$ cat config.mk
export PLATFORM = sky130hd
export DESIGN_NAME = sp_dram_word_port
export DESIGN_NICKNAME = d
export VERILOG_FILES = /design/src/rtl/sp_dram_word_port.sv
export SDC_FILE = /design/constraint.sdc
export NUM_CORES = 1
export LEC_CHECK = 0
export BUFFER_PORTS_ARGS = -buffer_cell sky130_fd_sc_hd__buf_2
export CAP_MARGIN = 20
export CORE_AREA = 3 3 153 155
export DETAILED_ROUTE_END_ITERATION = 10
export DIE_AREA = 0 0 156 158
export GPL_TIMING_DRIVEN = 0
export SYNTH_ARGS = -nofsm -noshare
export SYNTH_HDL_FRONTEND = slang
export SYNTH_SLANG_ARGS = --single-unit
$ cat constraint.sdc
create_clock -name clk -period 4 [get_ports clk]
set_input_delay 0.2 -clock clk [delete_from_list [all_inputs] [get_ports clk]]
set_output_delay 0.2 -clock clk [all_outputs]
set_load 0.005 [all_outputs]
$ cat src/rtl/sp_dram_word_port.sv
// sp_dram_word_port: 32-bit word front end for the 128-bit sp_dram line port.
// Word writes become one masked line write with the word replicated on all
// four lanes; word reads fetch one line and return the addressed lane.
// Optional single-line read cache: define SP_DRAM_WORD_PORT_LINE_CACHE_EN.
module sp_dram_word_port #(
  parameter int ADDR_WIDTH = 28
) (
  input  logic                  clk,
  input  logic                  rst,
  input  logic [ADDR_WIDTH-1:0] addr_in,
  input  logic [31:0]           din,
  input  logic                  we_in,
  input  logic                  re_in,
  output logic                  ready_out,
  output logic [31:0]           dout,
  output logic                  avail_out,
  output logic [ADDR_WIDTH-3:0] mem_addr,
  output logic [127:0]          mem_din,
  output logic [15:0]           mem_mask,
  output logic                  mem_we,
  output logic                  mem_re,
  input  logic [127:0]          mem_dout,
  input  logic                  mem_ready
);

  // state | meaning
  // IDLE  | ready for a request (cache hits are served from here)
  // WRITE | line write waiting for mem_ready
  // READ  | line read waiting for mem_ready
  // WAIT  | read issued, waiting for returned line data
  localparam logic [1:0] S_IDLE  = 2'd0;
  localparam logic [1:0] S_WRITE = 2'd1;
  localparam logic [1:0] S_READ  = 2'd2;
  localparam logic [1:0] S_WAIT  = 2'd3;

  logic [1:0]            r_state;
  logic [1:0]            r_lane;
  logic [ADDR_WIDTH-3:0] r_addr;
  logic [127:0]          r_din;
  logic [15:0]           r_mask;
  logic [31:0]           r_dout;
  logic                  r_avail;

  logic [31:0]           w_rd_word;
  logic [15:0]           w_mask_new;
  logic                  w_hit;
  logic [31:0]           w_hit_word;

  assign w_rd_word  = mem_dout[{r_lane, 5'b00000} +: 32];
  assign w_mask_new = 16'h000F << {addr_in[1:0], 2'b00};

`ifdef SP_DRAM_WORD_PORT_LINE_CACHE_EN
  logic [127:0]          r_line;
  logic [ADDR_WIDTH-3:0] r_tag;
  logic                  r_valid;

  assign w_hit      = r_valid && (r_tag == addr_in[ADDR_WIDTH-1:2]);
  assign w_hit_word = r_line[{addr_in[1:0], 5'b00000} +: 32];

  // Line cache: filled on read miss return, write-through on write hit.
  always_ff @(posedge clk or posedge rst) begin
    if (rst) begin
      r_line  <= '0;
      r_tag   <= '0;
      r_valid <= 1'b0;
    end else if (r_state == S_IDLE && we_in && w_hit) begin
      r_line[{addr_in[1:0], 5'b00000} +: 32] <= din;
    end else if (r_state == S_WAIT && mem_ready) begin
      r_line  <= mem_dout;
      r_tag   <= r_addr;
      r_valid <= 1'b1;
    end
  end
`else
  assign w_hit      = 1'b0;
  assign w_hit_word = 32'h0;
`endif

  // Request sequencing, latched command fields and read-data return.
  always_ff @(posedge clk or posedge rst) begin
    if (rst) begin
      r_state <= S_IDLE;
      r_lane  <= 2'd0;
      r_addr  <= '0;
      r_din   <= '0;
      r_mask  <= '0;
      r_dout  <= '0;
      r_avail <= 1'b0;
    end else begin
      r_avail <= 1'b0;
      case (r_state)
        S_IDLE: begin
          if (we_in) begin
            r_state <= S_WRITE;
            r_addr  <= addr_in[ADDR_WIDTH-1:2];
            r_lane  <= addr_in[1:0];
            r_din   <= {4{din}};
            r_mask  <= w_mask_new;
          end else if (re_in) begin
            r_addr <= addr_in[ADDR_WIDTH-1:2];
            r_lane <= addr_in[1:0];
            if (w_hit) begin
              r_dout  <= w_hit_word;
              r_avail <= 1'b1;
            end else begin
              r_state <= S_READ;
            end
          end
        end
        S_WRITE: if (mem_ready) r_state <= S_IDLE;
        S_READ:  if (mem_ready) r_state <= S_WAIT;
        S_WAIT: begin
          if (mem_ready) begin
            r_dout  <= w_rd_word;
            r_avail <= 1'b1;
            r_state <= S_IDLE;
          end
        end
        default: r_state <= S_IDLE;
      endcase
    end
  end

  // Strobes follow mem_ready directly so each fires for exactly one cycle.
  always_comb begin
    ready_out = (r_state == S_IDLE) && !rst;
    mem_we    = (r_state == S_WRITE) && mem_ready;
    mem_re    = (r_state == S_READ) && mem_ready;
  end

  assign mem_addr  = r_addr;
  assign mem_din   = r_din;
  assign mem_mask  = r_mask;
  assign dout      = r_dout;
  assign avail_out = r_avail;

endmodule

Word level (Yosys, flattened, before mapping)
Cells that the tools add are included.
{"block": "totals", "reg_bits": 207, "input_bits": 193, "output_inout_bits": 206, "word_cells": 37}
{"block": "classes", "eq_ne": 6, "shift": 2, "mux": 11, "reduce_logical": 11}
{"cell": "$shiftx 128x8->32", "n": 1}
{"cell": "$mux 26", "n": 2}
{"cell": "$shl 4x4->16 const A", "n": 1}
{"cell": "$mux 2", "n": 6}
{"cell": "$pmux 2 s3", "n": 1}
{"cell": "$reduce_and 2->1", "n": 3}
{"cell": "$eq 2x2->1 const B", "n": 2}
{"cell": "$logic_and 1x1->1", "n": 3}
{"cell": "$ne 3x3->1 const B", "n": 1}
{"cell": "$reduce_and 3->1", "n": 1}
{"cell": "$eq 2x1->1 const B", "n": 1}
{"cell": "$logic_not 2->1", "n": 1}
{"cell": "$mux 1", "n": 2}
{"cell": "$ne 2x1->1 const B", "n": 1}
{"cell": "$ne 2x2->1 const B", "n": 1}
{"cell": "$reduce_bool 2->1", "n": 1}
{"cell": "$reduce_or 2->1", "n": 1}
{"cell": "$logic_not 1->1", "n": 1}

Logic depth before layout (Yosys ltp)
{"block": "logic_depth", "ltp_word": 4, "ltp_mapped": 6, "depth_no_buf": 3}

Least setup slack after synthesis
OpenSTA, ideal clock, no wires.
{"block": "synth_path", "kind": "register -> register", "startpoint": "register r_state[0]", "endpoint": "register r_addr[10], in the netlist mem_addr[10]", "setup_ns": 0.125, "arrival_time_ns": 1.312, "required_time_ns": 3.875, "slack_ns": 2.563, "stages_incl_launch_ff": 4, "path_buffers": 1, "synth_period_minus_slack_ns": 1.437, "path_cell_list": "dfrtp_1 nor3_4 buf_6 mux2_2"}
{"block": "synth_between", "elab_chain_cells": 2}
{"item": "from (decl)", "line_no": "36", "text": "logic [1:0] r_state;"}
{"item": "from (signal assigned)", "line_no": "82", "text": "r_state <= S_IDLE;"}
{"item": "from (signal assigned)", "line_no": "94", "text": "r_state <= S_WRITE;"}
{"item": "from (signal assigned)", "line_no": "106", "text": "r_state <= S_READ;"}
{"item": "$logic_not 2->1", "line_no": "91", "text": "case (r_state)"}
{"item": "$reduce_and 2->1 (no source line)"}
{"item": "to (signal assigned)", "line_no": "95", "text": "r_addr <= addr_in[ADDR_WIDTH-1:2];"}
{"item": "to (signal assigned)", "line_no": "100", "text": "r_addr <= addr_in[ADDR_WIDTH-1:2];"}
{"item": "to (decl)", "line_no": "38", "text": "logic [ADDR_WIDTH-3:0] r_addr;"}
No other way between the ends.
A chain may end at the register's enable or synchronous reset.

Worst setup path in the final report
{"block": "layout_path", "startpoint": "register r_state[1]", "endpoint": "register r_dout[31], in the netlist dout[31]"}
{"block": "layout_between", "elab_chain_cells": 2}
{"item": "$eq 2x2->1", "line_no": "91"}
{"item": "$reduce_and 2->1 (no source line)"}
{"item": "to (signal assigned)", "line_no": "103", "text": "r_dout <= w_hit_word;"}
{"item": "to (signal assigned)", "line_no": "114", "text": "r_dout <= w_rd_word;"}
{"item": "to (decl)", "line_no": "41", "text": "logic [31:0] r_dout;"}
No other way between the ends.

==> impl_metrics.py <==
metrics = {
    "routing": {
        "finalWirelength_um": 18700,
        "drc": 0,
        "first_pass_iters": 6,
        "num_vias": 4972,
        "avgRoutedWirePerCell_um": 15.5,
        "drt_iter0_markers": 179,
        "ant_nets": 0,
        "routed_via_density": 4.10,
    },
    "placed_design": {
        "gp_congestion": 0.814,
        "portBuffers": 397,
        "place_ws_ps": 2190,
        "dp.cells": 1195,
        "dp_hpwl_um": 15100,
    },
    "critical_path": {
        "worst_setup_path_end_kind": "flip-flop",
        "crit_type": "flip-flop to flip-flop",
        "r2r-end": "dout[31]$_DFFE_PP0P_",
        "arrival_ps": 1940,
        "reg2reg_from": "r_state[1]$_DFFE_PP0P_",
        "worstSetupStartpointType": "flip-flop",
        "reg2reg_slack_ps": 2270,
        "crit_fanout": 10,
        "r2r_cells": 4,
        "required_ps": 4200,
    },
    "pwr": {
        "p_leak_nw": 4.69,
        "vdd_ir_drop_max_mv": 0.216,
        "power_density_nw_per_um2": 748,
        "power_w": 0.00603,
    },
    "floorplanning": {
        "fp.dieW_um": 156,
        "dieHeight_um": 158,
        "start_util_pct": 24.5,
        "dieArea_um2": 24600,
        "core_um2": 22000,
        "rows": 54,
        "io_pins": 399,
    },
    "timing": {
        "fmax_mhz": 577,
        "finalCritPeriodShare_pct": 43.3,
        "setup_ws_ps": 2270,
        "worst_pin_slew_ps": 819,
        "slew_violations": 0,
        "slew_headroom_pct": 45.4,
        "finClkSkew_ps": 9.64,
        "finalCriticalPeriod_ps": 1730,
        "whs_ps": 30.1,
        "setup_viol": 0,
        "finalHoldViolCount": 0,
        "rsz0062_at_grt": "no",
    },
    "hold_path": {
        "min_to": "mem_din[95]$_DFFE_PP0P_",
        "worstHoldPathCells": 3,
        "hp-start": "din[31]",
        "hp-class": "primary input to flip-flop",
    },
    "cells_and_area": {
        "drive_above_1_share_pct": 61.2,
        "antenna_cells": 0,
        "area_delta_synth_final_pct": 50.3,
        "finalNetCount": 1120,
        "fillers": 2235,
        "final_cells": 1212,
    },
    "clock_tree": {
        "clk_pin_slew_ps": 80,
        "cts_buffers": 9,
        "insertion_delay_ps": 360,
        "htreeDepth": 3,
        "cts_setup_buffers": 0,
        "clock-sinks": 99,
        "root_buffer": "clkbuf_16",
        "cts_buffer_depth": 2,
        "cts_tree": "yes",
    },
    "global_route": {
        "grtUsageTotal_pct": 14.3,
        "grt_antenna_before_repair": 1,
        "grt_pass1_wl_um": 27200,
        "grt_max_degree": 57,
        "first_global_vias": 4774,
        "grt_overflow": 0,
    },
    "yosys": {
        "synth.largest_area_cell": "dfrtp_1",
        "synth_warnings": 0,
        "postSynthAreaPerCell_um2": 10.4,
        "synth_most_common_cell": "nand2_1",
        "netlist.area_leader.share_pct": 46.1,
        "synth_edf_count": 0,
        "syn-cell-area_um2": 5370,
        "ys_seq_elements": 99,
        "synth_nets": 710,
        "synth.area.top_cells": "dfrtp_1 46%, buf_4 15%, mux2i_1 12%",
        "synth-main-ff-cell": "dfrtp_1",
        "async_flop_share_pct": 100,
        "synthCells": 517,
        "synthTopCellsByCount": "136 x nand2_1, 109 x buf_4, 99 x dfrtp_1, 66 x mux2i_1, 32 x o221ai_1",
        "synth-seq-area-share_pct": 46.1,
        "ys_types": 24,
    },
    "outcome": {
        "status": "finished, final reports clean",
    },
    "flow_run": {
        "maxCapViolations": 0,
    },
}
==> cell usage in the layout (no fill, tap or decap), types with 7 or more instances in the layout <==
cell / Yosys / final
clkbuf_16: 0 / 9
buf_6: 7 / 7
clkbuf_1: 11 / 11
nand2_1: 136 / 136
mux2i_1: 66 / 66
buf_4: 109 / 109
buf_2: 9 / 406
o221ai_1: 32 / 32
dfrtp_1: 99 / 99
mux2_2: 27 / 27
==> per-stage QoR <==
step | instance area (um2) | TNS [ps] | utilization, %
global placement | 7710 | -28800 | 35.1
global route | 8070 | 0 | 36.7
CTS | 8070 | 0 | 36.7
detailed placement | 7740 | 0 | 35.2
floorplan | 5370 | 0 | -
finish | 8070 | 0 | 36.7
==> state kept, by name (all words and copies together) (netlist names) <==
name	cells
mem_mask	4
mem_din	32
avail_out	1
r_state	2
mem_addr	26
dout	32
r_lane	2
==> worst max-delay path by stage <==
stage / from / endpoint / slack (ps)
floorplan: rst / avail_out$_DFF_PP0_ / 1210
global placement: rst / mem_addr[17]$_DFFE_PP0P_ / -300
detailed placement: r_lane[1]$_DFFE_PP0P_ / dout[18]$_DFFE_PP0P_ / 2190
CTS: r_lane[1]$_DFFE_PP0P_ / dout[18]$_DFFE_PP0P_ / 2190
global route: r_lane[1]$_DFFE_PP0P_ / dout[18]$_DFFE_PP0P_ / 2130
finish: r_state[1]$_DFFE_PP0P_ / dout[31]$_DFFE_PP0P_ / 2270
==> what timing repair did <==
action / 4_1_cts / 5_1_grt
hold endpoints to repair: 43 / 0
hold buffers: 1 / 0
gates resized for setup: 0 / 0
==> where the power goes <==
| group | switching (W) | leakage (nW) | internal [W] | total, W |
|---|---|---|---|---|
| logic | 0.00134 | 3.32 | 0.00187 | 0.00321 |
| registers | 0.000414 | 1.22 | 0.00147 | 0.00189 |
| clock network | 0.000479 | 0.156 | 0.000461 | 0.000940 |
==> layout make-up <==
cell class | count | area (um2) | share of cell area (%)
Timing Repair Buffer | 399 | 2020 | 25.1
Tap cell | 280 | 350 | 4.34
Clock buffer | 9 | 225 | 2.79
Inverter | 4 | 17.5 | 0.217
Sequential cell | 99 | 2480 | 30.7
Clock inverter | 7 | 96.3 | 1.19
Multi-Input combinational cell | 278 | 1890 | 23.5
Buffer | 136 | 983 | 12.2
==> critical path, cell delays in order (launching register included) <==
cell      delay, ps
dfrtp_1         410
buf_4           190
nand4_1         320
clkbuf_1        450
o221ai_1        210
==> cell families after synthesis <==
logic type | count (synthesis) | synth area share, %
AND/OR/NAND/NOR | 149 | 11.4
buffers and inverters | 140 | 18.6
flip-flops | 99 | 46.1
multiplexers | 94 | 18.2
AO/OA/AOI/OAI | 35 | 5.66
==> layer usage <==
layer  track usage, %  wire [um]  vias to the layer above
met3             3.55       1490                       10
li1                 -          -                     2465
met5                0          7                        -
met2             26.3       9660                      241
met1             17.0       7430                     2254
met4             2.73        161                        2
No activity file was read; power rests on OpenSTA's default activity.
